**config.mk**
```make
export PLATFORM = sky130hd
export DESIGN_NAME = pong_match_ctrl
export DESIGN_NICKNAME = d
export VERILOG_FILES = /design/src/rtl/pong_pkg.sv /design/src/rtl/pong_match_ctrl_cycle_timer.sv /design/src/rtl/pong_match_ctrl.sv
export SDC_FILE = /design/constraint.sdc
export NUM_CORES = 1
export LEC_CHECK = 0
export ABC_AREA = 1
export CAP_MARGIN = 20
export CELL_PAD_IN_SITES_DETAIL_PLACEMENT = 1
export CELL_PAD_IN_SITES_GLOBAL_PLACEMENT = 1
export CORE_UTILIZATION = 42
export CTS_BUF_LIST = sky130_fd_sc_hd__clkbuf_8
export CTS_CLUSTER_DIAMETER = 60
export DETAILED_ROUTE_END_ITERATION = 12
export PLACE_DENSITY_LB_ADDON = 0.1
export SYNTH_ARGS = -nofsm -noshare
export SYNTH_HDL_FRONTEND = slang
export SYNTH_SLANG_ARGS = --single-unit
```
**constraint.sdc**
```tcl
create_clock -name clock -period 2.7 [get_ports clock]
set_clock_uncertainty 0.05 [all_clocks]
set_input_delay 0.54 -clock clock [delete_from_list [all_inputs] [get_ports clock]]
set_output_delay 0.54 -clock clock [all_outputs]
set_load 0.01 [all_outputs]
```
**src/rtl/pong_pkg.sv**
```systemverilog
// Shared types and constants for the pong match sequencer.
package pong_pkg;

  typedef enum logic [2:0] {
    IDLE,
    CLEAR,
    ARM,
    SERVE,
    RALLY,
    POINT,
    GAME_OVER
  } ctrl_state_t;

  localparam int unsigned X_MAX   = 319;
  localparam int unsigned Y_MAX   = 239;
  localparam int unsigned SCORE_W = 4;

  // Saturating score increment; a score register can never wrap past all-ones.
  function automatic logic [SCORE_W-1:0] score_inc(input logic [SCORE_W-1:0] s);
    return (s == {SCORE_W{1'b1}}) ? s : s + SCORE_W'(1);
  endfunction

endpackage

```
**src/rtl/pong_match_ctrl_cycle_timer.sv**
```systemverilog
// Free-running cycle counter with synchronous clear (priority) and count enable.
module cycle_timer #(
  parameter int unsigned WIDTH = 8
) (
  input  logic             clock,
  input  logic             reset,
  input  logic             clear,
  input  logic             enable,
  output logic [WIDTH-1:0] count
);

  always_ff @(posedge clock or posedge reset) begin
    if (reset) begin
      count <= '0;
    end else if (clear) begin
      count <= '0;
    end else if (enable) begin
      count <= count + WIDTH'(1);
    end
  end

endmodule

```
**src/rtl/pong_match_ctrl.sv**
```systemverilog
// Match sequencer: drives physics reset/launch, keeps score, times pauses and
// forces a re-serve when the ball stops moving horizontally.
module pong_match_ctrl
  import pong_pkg::*;
#(
  parameter int unsigned LEFT_LIMIT   = 0,
  parameter int unsigned RIGHT_LIMIT  = X_MAX,
  parameter int unsigned WIN_SCORE    = 7,
  parameter int unsigned SERVE_DELAY  = 25_000_000,
  parameter int unsigned POINT_DELAY  = 50_000_000,
  parameter int unsigned STALL_CYCLES = 100_000_000
) (
  input  logic               clock,
  input  logic               reset,
  input  logic               start,
  input  logic [8:0]         ball_x,
  input  logic               ball_set,
  output logic               phys_reset_n,
  output logic               phys_go,
  output logic               serve_dir,
  output logic [SCORE_W-1:0] score_l,
  output logic [SCORE_W-1:0] score_r,
  output logic               game_over,
  output logic               rally
);

  localparam int unsigned MAX_DELAY = (SERVE_DELAY > POINT_DELAY) ? SERVE_DELAY : POINT_DELAY;
  localparam int unsigned TIMER_W   = (MAX_DELAY > 1) ? $clog2(MAX_DELAY) : 1;
  localparam int unsigned STALL_W   = $clog2(STALL_CYCLES + 1);

  localparam logic [TIMER_W-1:0] SERVE_LAST = TIMER_W'(SERVE_DELAY - 1);
  localparam logic [TIMER_W-1:0] POINT_LAST = TIMER_W'(POINT_DELAY - 1);
  localparam logic [STALL_W-1:0] STALL_LAST = STALL_W'(STALL_CYCLES - 1);
  localparam logic [8:0]         LEFT_X     = 9'(LEFT_LIMIT);
  localparam logic [8:0]         RIGHT_X    = 9'(RIGHT_LIMIT);
  localparam logic [SCORE_W-1:0] WIN        = SCORE_W'(WIN_SCORE);

  ctrl_state_t        state_q, state_d;
  logic               start_q;
  logic [8:0]         ball_x_q;
  logic [SCORE_W-1:0] score_l_q, score_l_d;
  logic [SCORE_W-1:0] score_r_q, score_r_d;
  logic               serve_dir_q, serve_dir_d;

  logic               start_edge;
  logic               ball_moved;
  logic               stalled;
  logic               timer_clear, timer_en;
  logic [TIMER_W-1:0] timer_count;
  logic               stall_clear;
  logic [STALL_W-1:0] stall_count;

  assign start_edge = start & ~start_q;
  assign ball_moved = (ball_x != ball_x_q);
  // The STALL_CYCLES-th consecutive unchanged RALLY cycle triggers the re-serve.
  assign stalled    = !ball_moved && (stall_count == STALL_LAST);
  assign stall_clear = (state_q != RALLY) || ball_moved;

  cycle_timer #(
    .WIDTH (TIMER_W)
  ) u_phase_timer (
    .clock  (clock),
    .reset  (reset),
    .clear  (timer_clear),
    .enable (timer_en),
    .count  (timer_count)
  );

  cycle_timer #(
    .WIDTH (STALL_W)
  ) u_stall_timer (
    .clock  (clock),
    .reset  (reset),
    .clear  (stall_clear),
    .enable (1'b1),
    .count  (stall_count)
  );

  always_ff @(posedge clock or posedge reset) begin
    if (reset) begin
      state_q     <= IDLE;
      start_q     <= 1'b0;
      ball_x_q    <= '0;
      score_l_q   <= '0;
      score_r_q   <= '0;
      serve_dir_q <= 1'b1;
    end else begin
      state_q     <= state_d;
      start_q     <= start;
      ball_x_q    <= ball_x;
      score_l_q   <= score_l_d;
      score_r_q   <= score_r_d;
      serve_dir_q <= serve_dir_d;
    end
  end

  always_comb begin
    state_d      = state_q;
    score_l_d    = score_l_q;
    score_r_d    = score_r_q;
    serve_dir_d  = serve_dir_q;
    phys_reset_n = 1'b0;
    phys_go      = 1'b0;
    game_over    = 1'b0;
    rally        = 1'b0;
    timer_en     = 1'b0;

    unique case (state_q)
      IDLE: begin
        if (start_edge) begin
          score_l_d   = '0;
          score_r_d   = '0;
          serve_dir_d = 1'b1;
          state_d     = CLEAR;
        end
      end
      CLEAR: begin
        state_d = ARM;
      end
      ARM: begin
        phys_reset_n = 1'b1;
        timer_en     = ball_set;
        if (ball_set && (timer_count == SERVE_LAST)) begin
          state_d = SERVE;
        end
      end
      SERVE: begin
        phys_reset_n = 1'b1;
        phys_go      = 1'b1;
        state_d      = RALLY;
      end
      RALLY: begin
        phys_reset_n = 1'b1;
        rally        = 1'b1;
        if (ball_x <= LEFT_X) begin
          score_r_d   = score_inc(score_r_q);
          serve_dir_d = 1'b0;
          state_d     = POINT;
        end else if (ball_x >= RIGHT_X) begin
          score_l_d   = score_inc(score_l_q);
          serve_dir_d = 1'b1;
          state_d     = POINT;
        end else if (stalled) begin
          state_d = CLEAR;
        end
      end
      POINT: begin
        phys_reset_n = 1'b1;
        timer_en     = 1'b1;
        if (timer_count == POINT_LAST) begin
          state_d = ((score_l_q == WIN) || (score_r_q == WIN)) ? GAME_OVER : CLEAR;
        end
      end
      GAME_OVER: begin
        game_over = 1'b1;
        if (start_edge) begin
          score_l_d   = '0;
          score_r_d   = '0;
          serve_dir_d = 1'b1;
          state_d     = CLEAR;
        end
      end
      default: begin
        state_d = IDLE;
      end
    endcase
  end

  // Serve hold only accumulates while the ball stays parked.
  assign timer_clear = (state_d != state_q) || ((state_q == ARM) && !ball_set);

  assign serve_dir = serve_dir_q;
  assign score_l   = score_l_q;
  assign score_r   = score_r_q;

endmodule
```
==> flow_metrics.py <==
metrics = {
    "worst_setup_path": {
        "critical-path-max-stage-delay_ps": 560,
        "critical_path.cell_chain": "inv_2 > nand2_2 > nor2_2 > inv_1 > nand4_1 > clkdlybuf4s50_1",
        "timing.critical_path.from": "state_q[0]",
        "worst-setup-path-type": "flop to output port",
        "regToRegStartpoint": "u_phase_timer.count[0]",
        "critical_path_peak_fanout": 6,
        "critical_path.startpoint_type": "flop",
        "crit_arrival_ps": 1970,
        "critical-path-slowest-cell": "sky130_fd_sc_hd__clkdlybuf4s50_1",
        "cp_data_required_time_ps": 2110,
        "setup.worst_path.end_class": "output port",
    },
    "detailed_routing": {
        "drt-total-wl_mm": 11.1,
        "wl_per_cell_um": 14.7,
        "antenna_left": 0,
        "detail_route.iter0.violations": 104,
        "via_count": 3832,
        "drt-pass1-iter-count": 4,
        "vias_per_cell": 5.05,
        "route.detailed.drc": 0,
    },
    "yosys": {
        "synth-warning-count": 0,
        "syn_inst": 579,
        "synth-seq-cells": 75,
        "yosysSeqAreaShare_pct": 42.5,
        "synth_cell_type_count": 39,
        "synthesis.area_per_instance_um2": 7.64,
        "syn-cell-area_um2": 4420,
        "mappedNetlistNets": 596,
    },
    "sta": {
        "hold_violations": 0,
        "worst_hold_slack_ps": 432,
        "timing_worst_slew_pin_value_ps": 565,
        "max_freq_mhz": 391,
        "post-route-period-util_pct": 94.7,
        "grt_setup_unrepaired": "false",
        "setup_total_negative_slack_ps": 0,
        "report.final.slew_viol_count": 0,
        "least_setup_slack_across_all_paths_after_layout_ps": 144,
        "finalSetupViolations": 0,
        "slew_headroom_pct": 62.3,
        "final_period_minus_worst_setup_slack_ps": 2560,
    },
    "cts": {
        "cts_tree": "built",
        "tritoncts_num_sinks": 75,
        "postCtsHoldBufs": 0,
        "number_of_buffers_created_by_cts": 9,
        "cts_root_buf": "sky130_fd_sc_hd__clkbuf_8",
        "h-tree-depth": 3,
        "clock_latency_late_sink_ps": 370,
        "cts.clk_slew.worst_paths_ps": 70,
        "clock_tree.buffer_depth": 2,
    },
    "placed_design": {
        "dp.cells": 741,
        "place.port_buffers": 25,
        "dp_hpwl_mm": 8.26,
        "gp_congestion": 0.848,
        "worst_slack_placed_ps": 92.7,
    },
    "floorplanning": {
        "floorplan.initialDensity_pct": 43.0,
        "chipWidth_um": 105,
        "floorplan.io_pins": 26,
        "core_um2": 10300,
        "floorplan.rows": 37,
        "die_h_um": 105,
        "die_area_um2": 10900,
    },
    "cells_and_area": {
        "antenna_cells": 0,
        "area_delta_synth_final_pct": 16.0,
        "final_nets": 636,
        "drive_above_1_share_pct": 12.0,
        "stdcell_count": 759,
        "num-fill-cells": 1327,
    },
    "hold_path": {
        "min-delay-start": "u_stall_timer.count[0]",
        "hp-class": "flop to flop",
    },
    "global_routing": {
        "grt_pass1_vias": 4103,
        "grt_remaining_overflow": 0,
        "wire_length_of_the_first_global_routing_pass_mm": 19.5,
        "maximum_number_of_pins_on_one_net_before_global_route_repair": 32,
        "grt_antenna_before_repair": 0,
        "gr-usage-all-layers_pct": 22.5,
    },
    "power": {
        "leakage_uw": 0.00217,
        "power_per_cell_area_nw_per_um2": 701,
        "max-vdd-ir-drop_mv": 0.444,
    },
    "job": {
        "max_cap_violations": 0,
    },
    "status": {
        "run_status": "finished clean",
    },
}
## synth_stat cells (all sizes together)
cell type,number,share of area (%)
o21bai,1,0.17
o21a,4,0.68
clkbuf,1,0.085
nor3b,4,0.68
xnor2,8,1.6
nand4,15,2.3
dfrtp,74,42
or2,2,0.28
nand2,134,12
a31oi,1,0.14
nor2,92,8.4
inv,83,7.0
buf,5,0.96
nand3,36,4.3
dfstp,1,0.59
nor4,2,0.28
a211oi,1,0.17
mux2i,1,0.23
and2,1,0.14
o21ai,18,2.1
xor2,21,4.2
ha,4,1.1
nor3,49,8.4
a21oi,20,2.3
a22oi,1,0.17
## layout make-up
type | instances | area [µm²] | share of cell area [%]
clock buffers | 10 | 138 | 2.68
clock inverters | 5 | 71.3 | 1.39
inverters | 83 | 312 | 6.07
multi-input cells | 415 | 2190 | 42.6
flip-flops and latches | 75 | 1880 | 36.6
well taps | 136 | 170 | 3.32
repair buffers | 35 | 375 | 7.31
## metrics by stage
stage	power, µW	util, %	instance area, µm²
after floorplan	2210	-	4420
after global placement	2640	47.7	4900
after detailed placement	2670	47.7	4900
after CTS	3630	49.7	5110
after global routing	3830	49.9	5130
final	3600	49.9	5130
## placed cells by master (no fill, tap or decap), drive strengths merged
master / netlist / final
a211oi: 1 / 1
a21oi: 20 / 20
a22oi: 1 / 1
a31oi: 1 / 1
and2: 1 / 1
buf: 5 / 10
bufinv: 0 / 2
clkbuf: 1 / 10
clkdlybuf4s50: 0 / 25
dfrtp: 74 / 74
dfstp: 1 / 1
ha: 4 / 4
inv: 83 / 86
mux2i: 1 / 1
nand2: 134 / 134
nand3: 36 / 36
nand4: 15 / 15
nor2: 92 / 92
nor3: 49 / 49
nor3b: 4 / 4
nor4: 2 / 2
o21a: 4 / 4
o21ai: 18 / 18
o21bai: 1 / 1
or2: 2 / 2
xnor2: 8 / 8
xor2: 21 / 21
## cells by family after synthesis
kind of cell	synth area share, %
AO/OA/AOI/OAI	5.80
XOR/XNOR	5.74
adder cells (fa/ha/maj)	1.13
buffers and inverters	8.09
flip-flops	42.5
multiplexers	0.226
AND/OR/NAND/NOR	36.5
## worst paths after layout
| kind | end | slack (ps) | cells after the start |
|---|---|---|---|
| max | phys_reset_n | 140 | 6 |
| min | u_stall_timer.count[0] | 430 | 1 |
| max in group asynchronous | serve_dir | 1460 | 3 |
| min reg2reg | u_stall_timer.count[0] | 430 | 1 |
| max reg2reg | u_phase_timer.count[22] | 480 | 11 |
| min in group asynchronous | u_phase_timer.count[3] | 500 | 2 |
## worst max-delay path: cells and delay by family, from the launching register on
kind	cells	cell delay, ps
buffers and inverters	3	820
DFF	1	430
and+or+nand+nor	3	360
## report_power, final
group | total [µW] | internal [µW] | switching, µW
sequential | 1310 | 1210 | 103
combinational | 1340 | 489 | 849
clock | 944 | 531 | 413
## layer usage
layer | track usage [%] | vias up | wire [µm]
met1 | 27.6 | 1859 | 5220
met4 | 5.63 | 0 | 124
met3 | 6.18 | 11 | 273
met5 | 0 | - | 0
met2 | 39.1 | 34 | 5510
li1 | - | 1928 | -
## sequential cells by signal, indices dropped and copies added (netlist names)
register             flops
u_stall_timer.count     27
u_phase_timer.count     26
ball_x_q                 9
score_l                  4
score_r                  4
state_q                  3
serve_dir                1
start_q                  1
## timing repair
| action | in CTS | in global routing |
|---|---|---|
| gates resized for setup | 0 | 1 |
| endpoints found under the hold margin | 0 | 0 |
| setup buffers | 0 | 3 |
| endpoints found under the setup margin | 0 | 1 |
Note: power is estimated with default switching activity, not from simulation.
